`src/rtl/wash_pkg.sv`:
```
// Shared definitions for the washing-machine sequencer: state codes, stage-field
// layout of the 26-bit msg vector, programme presets and stage-to-actuator decode.
package wash_pkg;

    typedef enum logic [2:0] {
        SHUTDOWN_ST = 3'd0,
        BEGIN_ST    = 3'd1,
        SET_ST      = 3'd2,
        RUN_ST      = 3'd3,
        ERROR_ST    = 3'd4,
        PAUSE_ST    = 3'd5,
        FINISH_ST   = 3'd6
    } state_e;

    // Stage fields, executed f7 first down to f0.
    localparam int F7_MSB = 25, F7_LSB = 23;  // fill
    localparam int F6_MSB = 22, F6_LSB = 19;  // wash
    localparam int F5_MSB = 18, F5_LSB = 16;  // drain
    localparam int F4_MSB = 15, F4_LSB = 13;  // fill
    localparam int F3_MSB = 12, F3_LSB = 10;  // rinse
    localparam int F2_MSB = 9,  F2_LSB = 6;   // spin
    localparam int F1_MSB = 5,  F1_LSB = 3;   // drain
    localparam int F0_MSB = 2,  F0_LSB = 0;   // final spin

    localparam logic [25:0] PRESET_STANDARD = {3'd2, 4'd9,  3'd2, 3'd2, 3'd4, 4'd6,  3'd2, 3'd3};
    localparam logic [25:0] PRESET_QUICK    = {3'd1, 4'd4,  3'd1, 3'd1, 3'd2, 4'd3,  3'd1, 3'd2};
    localparam logic [25:0] PRESET_HEAVY    = {3'd3, 4'd15, 3'd3, 3'd3, 3'd7, 4'd15, 3'd3, 3'd7};
    localparam logic [25:0] PRESET_SPIN     = {3'd0, 4'd0,  3'd0, 3'd0, 3'd0, 4'd10, 3'd2, 3'd5};

    typedef struct packed {
        logic valve_in;
        logic valve_out;
        logic motor_on;
    } act_t;

    function automatic logic [25:0] preset(input logic [1:0] m);
        logic [25:0] p;
        case (m)
            2'd0:    p = PRESET_STANDARD;
            2'd1:    p = PRESET_QUICK;
            2'd2:    p = PRESET_HEAVY;
            default: p = PRESET_SPIN;
        endcase
        return p;
    endfunction

    // The active stage is the highest-numbered nonzero field.
    function automatic act_t stage_act(input logic [25:0] m);
        act_t a;
        a = '0;
        if      (|m[F7_MSB:F7_LSB]) a.valve_in  = 1'b1;
        else if (|m[F6_MSB:F6_LSB]) a.motor_on  = 1'b1;
        else if (|m[F5_MSB:F5_LSB]) a.valve_out = 1'b1;
        else if (|m[F4_MSB:F4_LSB]) a.valve_in  = 1'b1;
        else if (|m[F3_MSB:F3_LSB]) a.motor_on  = 1'b1;
        else if (|m[F2_MSB:F2_LSB]) a.motor_on  = 1'b1;
        else if (|m[F1_MSB:F1_LSB]) a.valve_out = 1'b1;
        else if (|m[F0_MSB:F0_LSB]) a.motor_on  = 1'b1;
        return a;
    endfunction

    // Each field is decremented within its own width so no borrow crosses fields.
    function automatic logic [25:0] dec_active(input logic [25:0] m);
        logic [25:0] r;
        r = m;
        if      (|m[F7_MSB:F7_LSB]) r[F7_MSB:F7_LSB] = m[F7_MSB:F7_LSB] - 3'd1;
        else if (|m[F6_MSB:F6_LSB]) r[F6_MSB:F6_LSB] = m[F6_MSB:F6_LSB] - 4'd1;
        else if (|m[F5_MSB:F5_LSB]) r[F5_MSB:F5_LSB] = m[F5_MSB:F5_LSB] - 3'd1;
        else if (|m[F4_MSB:F4_LSB]) r[F4_MSB:F4_LSB] = m[F4_MSB:F4_LSB] - 3'd1;
        else if (|m[F3_MSB:F3_LSB]) r[F3_MSB:F3_LSB] = m[F3_MSB:F3_LSB] - 3'd1;
        else if (|m[F2_MSB:F2_LSB]) r[F2_MSB:F2_LSB] = m[F2_MSB:F2_LSB] - 4'd1;
        else if (|m[F1_MSB:F1_LSB]) r[F1_MSB:F1_LSB] = m[F1_MSB:F1_LSB] - 3'd1;
        else if (|m[F0_MSB:F0_LSB]) r[F0_MSB:F0_LSB] = m[F0_MSB:F0_LSB] - 3'd1;
        return r;
    endfunction

endpackage

```
`src/rtl/wash_tick_gen.sv`:
```
// Time-unit prescaler: free-running 0..TICK_DIV-1 counter with a one-cycle tick
// on the last count; hold_i parks it at zero.
module tick_gen #(
    parameter int TICK_DIV = 50_000_000
) (
    input  logic cp,
    input  logic rst,
    input  logic hold_i,
    output logic tick_o
);

    localparam int CW = (TICK_DIV > 1) ? $clog2(TICK_DIV) : 1;
    localparam logic [CW-1:0] LAST = CW'(TICK_DIV - 1);

    logic [CW-1:0] count_q, count_d;

    always_comb begin
        count_d = count_q;
        if (hold_i || count_q == LAST) count_d = '0;
        else                           count_d = count_q + CW'(1);
    end

    always_ff @(posedge cp or posedge rst) begin
        if (rst) count_q <= '0;
        else     count_q <= count_d;
    end

    assign tick_o = !hold_i && (count_q == LAST);

endmodule

```
`src/rtl/wash_controller.sv`:
```
// Washing-machine sequencing FSM: owns state, mode and the stage-time vector msg.
// Optional idle auto power-off is built when WASH_AUTO_OFF_EN is defined.
module wash_controller
    import wash_pkg::*;
#(
    parameter int TICK_DIV     = 50_000_000,
    parameter int FINISH_TICKS = 5,
    parameter int IDLE_TICKS   = 30
) (
    input  logic        cp,
    input  logic        rst,
    input  logic        powerBtn,
    input  logic        startBtn,
    input  logic        modeBtn,
    input  logic        doorOpen,
    output logic [2:0]  state,
    output logic [25:0] msg,
    output logic [1:0]  mode,
    output logic        valveIn,
    output logic        valveOut,
    output logic        motorOn,
    output logic        buzzer
);

    localparam int FW = (FINISH_TICKS > 0) ? $clog2(FINISH_TICKS + 1) : 1;

    // Non-positive timing parameters have no meaningful behaviour; this block only flags them by name.
    if (TICK_DIV < 1 || FINISH_TICKS < 1 || IDLE_TICKS < 1) begin : g_invalid_params
    end

    state_e        state_q, state_d;
    logic [25:0]   msg_q, msg_d;
    logic [1:0]    mode_q, mode_d;
    logic [FW-1:0] fin_q, fin_d;
    logic          tick;
    logic [25:0]   msg_dec;
    act_t          act;

`ifdef WASH_AUTO_OFF_EN
    localparam int IW = $clog2(IDLE_TICKS + 1);
    logic [IW-1:0] idle_q, idle_d;
    logic          idle_hold;
`endif

    tick_gen #(.TICK_DIV(TICK_DIV)) u_tick_gen (
        .cp     (cp),
        .rst    (rst),
        .hold_i (state_q == SHUTDOWN_ST),
        .tick_o (tick)
    );

    assign msg_dec = dec_active(msg_q);

    always_comb begin
        state_d = state_q;
        msg_d   = msg_q;
        mode_d  = mode_q;
        fin_d   = fin_q;
        if (powerBtn && state_q != SHUTDOWN_ST) begin
            state_d = SHUTDOWN_ST;
            msg_d   = '0;
            fin_d   = '0;
        end else begin
            case (state_q)
                SHUTDOWN_ST: begin
                    if (powerBtn) begin
                        state_d = BEGIN_ST;
                        msg_d   = preset(mode_q);
                    end
                end
                BEGIN_ST, SET_ST: begin
                    // Mode selection wins over start when both arrive together.
                    if (modeBtn) begin
                        mode_d  = mode_q + 2'd1;
                        msg_d   = preset(mode_q + 2'd1);
                        state_d = SET_ST;
                    end else if (startBtn) begin
                        state_d = doorOpen ? ERROR_ST : RUN_ST;
                    end
                end
                RUN_ST: begin
                    if (doorOpen) begin
                        state_d = ERROR_ST;
                    end else if (startBtn) begin
                        state_d = PAUSE_ST;
                    end else if (tick) begin
                        msg_d = msg_dec;
                        if (msg_dec == '0) begin
                            state_d = FINISH_ST;
                            fin_d   = FW'(FINISH_TICKS);
                        end
                    end
                end
                ERROR_ST: begin
                    if (!doorOpen) state_d = PAUSE_ST;
                end
                PAUSE_ST: begin
                    if (startBtn && !doorOpen) state_d = RUN_ST;
                end
                FINISH_ST: begin
                    if (startBtn || modeBtn || (tick && fin_q <= FW'(1))) begin
                        state_d = BEGIN_ST;
                        msg_d   = preset(mode_q);
                        fin_d   = '0;
                    end else if (tick) begin
                        fin_d = fin_q - FW'(1);
                    end
                end
                default: begin
                    state_d = SHUTDOWN_ST;
                    msg_d   = '0;
                end
            endcase
        end

`ifdef WASH_AUTO_OFF_EN
        idle_d    = idle_q;
        idle_hold = (state_q == BEGIN_ST || state_q == SET_ST || state_q == PAUSE_ST) &&
                    (state_d == state_q) && !(powerBtn || startBtn || modeBtn);
        if (!idle_hold) begin
            idle_d = '0;
        end else if (tick) begin
            if (idle_q == IW'(IDLE_TICKS - 1)) begin
                state_d = SHUTDOWN_ST;
                msg_d   = '0;
                idle_d  = '0;
            end else begin
                idle_d = idle_q + IW'(1);
            end
        end
`endif
    end

    always_ff @(posedge cp or posedge rst) begin
        if (rst) begin
            state_q <= SHUTDOWN_ST;
            msg_q   <= '0;
            mode_q  <= '0;
            fin_q   <= '0;
        end else begin
            state_q <= state_d;
            msg_q   <= msg_d;
            mode_q  <= mode_d;
            fin_q   <= fin_d;
        end
    end

`ifdef WASH_AUTO_OFF_EN
    always_ff @(posedge cp or posedge rst) begin
        if (rst) idle_q <= '0;
        else     idle_q <= idle_d;
    end
`endif

    assign act      = stage_act(msg_q);
    assign state    = state_q;
    assign msg      = msg_q;
    assign mode     = mode_q;
    assign valveIn  = (state_q == RUN_ST) && act.valve_in;
    assign valveOut = (state_q == RUN_ST) && act.valve_out;
    assign motorOn  = (state_q == RUN_ST) && act.motor_on;
    assign buzzer   = (state_q == ERROR_ST) || (state_q == FINISH_ST && fin_q != '0);

endmodule
```
`config.mk`:
```
export PLATFORM = sky130hd
export DESIGN_NAME = wash_controller
export DESIGN_NICKNAME = d
export VERILOG_FILES = /design/src/rtl/wash_pkg.sv /design/src/rtl/wash_tick_gen.sv /design/src/rtl/wash_controller.sv
export SDC_FILE = /design/constraint.sdc
export NUM_CORES = 1
export LEC_CHECK = 0
export BUFFER_PORTS_ARGS = -buffer_cell sky130_fd_sc_hd__clkbuf_2
export CAP_MARGIN = 0
export CORE_MARGIN = 4
export CORE_UTILIZATION = 25
export CTS_CLUSTER_DIAMETER = 40
export DETAILED_ROUTE_END_ITERATION = 6
export PLACE_DENSITY = 0.46
export SLEW_MARGIN = 25
export SYNTH_ARGS = -nofsm -noshare
export SYNTH_HDL_FRONTEND = slang
export SYNTH_SLANG_ARGS = --single-unit
```
`constraint.sdc`:
```
create_clock -name cp -period 3.4 [get_ports cp]
set_clock_uncertainty 0.05 [all_clocks]
set_input_delay 0.68 -clock cp [delete_from_list [all_inputs] [get_ports cp]]
set_output_delay 0.68 -clock cp [all_outputs]
set_load 0.05 [all_outputs]
```
==> results.md <==
- Status: completed
- # setup viols final: 0
- Hold WS: 0.3986 ns
- Initial Util: 25.40%
- Fin cells: 854
- Critical path type: reg -> out
- CTS tree: built
- GRT Util Overall: 14.18%
- Synth async-reset ratio: 100.0%
- Crit path arrival time: 2.51 ns
- Worst r2r src: msg[23]
- # DRC: 0
- CP Capture Type: output pin
- Fmax: 0.3084 GHz
- Synth Instances: 565
- Post-layout power: 5.409 mW
- Fin Setup TNS: 0 ns
- Clk Latency, worst-skew pair: 0.34 ns
- Final instance area: 5490 um^2
- Clock buffer depth: 2
- Initial antenna violation count: 0
- Die area: 20480 um^2
- Core Rows: 49
- R2R Setup Slk: 0.18 ns
- Placer Congestion: 0.9309
- Slew Viols, Final: 0
- Most frequent cells in the layout: nor2_1, dfrtp_1, nand2_1, o21ai_0, clkbuf_2
- Total iterations of the first detailed-routing run: 7
- Routed vias/inst: 5.177
- Clock transition at path regs: 0.05 ns
- CP max FO: 5
- Max VDD drop: 0.4134 mV
- Maximum capacitance violations: 0
- Period utilisation layout: 95.38%
- Synth Flop Type: dfrtp_1
- Top cells by area, synth: dfrtp_1, ha_1, nor2_1
- R2R Path End: fin_q[0]
- Number of diodes: 0
- Critical path data required time: 2.67 ns
- Leakage: 2.337 nW
- Commonest non-fill, non-tap cell in the layout: nor2_1
- H-tree levels: 3
- Vias in the first global route: 4168
- Root Buffer: clkbuf_16
- Post-synth EDFFs: 0
- Synthesized area per cell: 8.076 um^2
- Post-route minimum period: 3.243 ns
- Reg2Reg Depth: 9
- WL per Instance: 16.74 um
- Chip height: 143.1 um
- Post-synth cell types: 66
- Antenna viol nets, final: 0
- Fin util: 30.56%
- Share of layout cells above drive strength 1: 17.12%
- Pre-CTS setup slack: 0.1187 ns
- Max_slew headroom: 51.27%
- Port Buffers: 40
- Vias: 4421
- WL final: 14.29 mm
- RSZ-0062 raised after global routing: false
- Seq/Total Area, Yosys: 32.90%
- Placeable Area: 17960 um^2
- Dpl cells: 836
- Layout area overhead: 20.32%
- I/O pin count: 41
- Initial detailed-routing violation count: 454
- Filler cell count: 1900
- Total CTS buffers: 9
- Yosys warnings: 0
- Largest net degree at the start of global routing: 41
- Clock Sinks: 60
- Yosys top cell area share: 32.90%
- Power Density: 985.2 nW/um^2
- Die W: 143.1 um
- Min-delay worst type: in -> async
- Final setup margin: 0.1571 ns
- Post-Synthesis Cell Area: 4563 um^2
- Post-DP HPWL: 10.39 mm
- Actual slew at the worst max-slew pin: 0.7300 ns
- Synthesized Nets: 596
- Critical path launch point type: register
- Yosys top cell by area: dfrtp_1
- Nets: 651
- Yosys reg bits: 60
- Global-route wire length before repair: 22.60 mm
- Placement Cell Area: 5144 um^2
- Fin. Hold Viols: 0
- Total grt overflow: 0
==> routing by layer <==
metal	wire (um)	part of all wire [%]	track usage, %	vias up
met3	596	4.2	2.813	21
li1	-	-	-	2147
met1	6982	49	19.78	2159
met5	0	0	0	-
met4	277	1.9	5.453	0
met2	6435	45	21.61	94
==> cells by family (layout without fill, tap and decap cells) <==
group	Yosys count	in the layout	share of synthesized area [%]
simple gates	243	243	27.56
compound gates	142	142	19.52
flops	60	60	32.90
buf+inv	55	115	4.990
fa+ha+maj	26	26	7.074
xor+xnor	26	26	4.990
mux	13	13	2.961
==> power by group <==
group / leakage, nW / internal, mW / total, mW / switching (mW)
combinational: 1.38 / 1.15 / 3.34 / 2.19
clock: 0.155 / 0.601 / 0.946 / 0.345
sequential: 0.799 / 0.888 / 1.12 / 0.232
==> worst max path at each step <==
stage,start,to,slack [ns],cells past startpoint
2_1_floorplan,msg[16],fin_q[0],0.20,11
6_report,msg[6],valveOut,0.16,7
5_1_grt,msg[17],fin_q[0],0.006,10
4_1_cts,msg[23],fin_q[0],0.11,9
3_3_place_gp,msg[23],fin_q[0],0.21,9
3_5_place_dp,msg[23],fin_q[0],0.12,9
==> critical path, stage by stage, from the launching register on <==
cell      delay [ns]
dfrtp_1         0.42
inv_1           0.13
ha_1            0.23
or3b_1          0.40
nor3_2          0.29
nand2_1         0.12
a211oi_2        0.25
clkbuf_2        0.32
==> sequential cells by signal, indices dropped and copies added (netlist names) <==
register,cells
msg,26
state,3
u_tick_gen.count_q,26
fin_q,3
mode,2
==> synthesized netlist by cell type, types with 7 or more instances <==
| library cell | instances |
|---|---|
| nand2_1 | 55 |
| o21ai_0 | 45 |
| nor2b_1 | 8 |
| inv_1 | 32 |
| o22ai_1 | 9 |
| mux2i_1 | 9 |
| clkbuf_1 | 17 |
| xnor2_1 | 12 |
| xor2_1 | 14 |
| nand4_1 | 11 |
| and3_1 | 10 |
| a21oi_1 | 30 |
| nand2b_1 | 10 |
| o31ai_1 | 7 |
| ha_1 | 25 |
| nor3_1 | 18 |
| a211oi_1 | 9 |
| nand3_1 | 23 |
| dfrtp_1 | 60 |
| nor2_1 | 66 |
==> area by class of cell <==
class	instances	area, um^2	area share, %
Clock inverter	5	50.05	0.9116
Sequential cell	60	1501	27.35
Timing Repair Buffer	67	415.4	7.566
Tap cell	229	286.5	5.219
Multi-Input combinational cell	450	2864	52.17
Inverter	32	120.1	2.188
Clock buffer	11	252.7	4.603
==> repair_timing <==
| item | in CTS | in global routing |
|---|---|---|
| setup endpoints to repair | 0 | 3 |
| endpoints found under the hold margin | 0 | 0 |
| hold buffers | 0 | 0 |
| resized for setup | 0 | 4 |
| buffers inserted | 0 | 2 |
No activity file was read; power rests on OpenSTA's default activity.
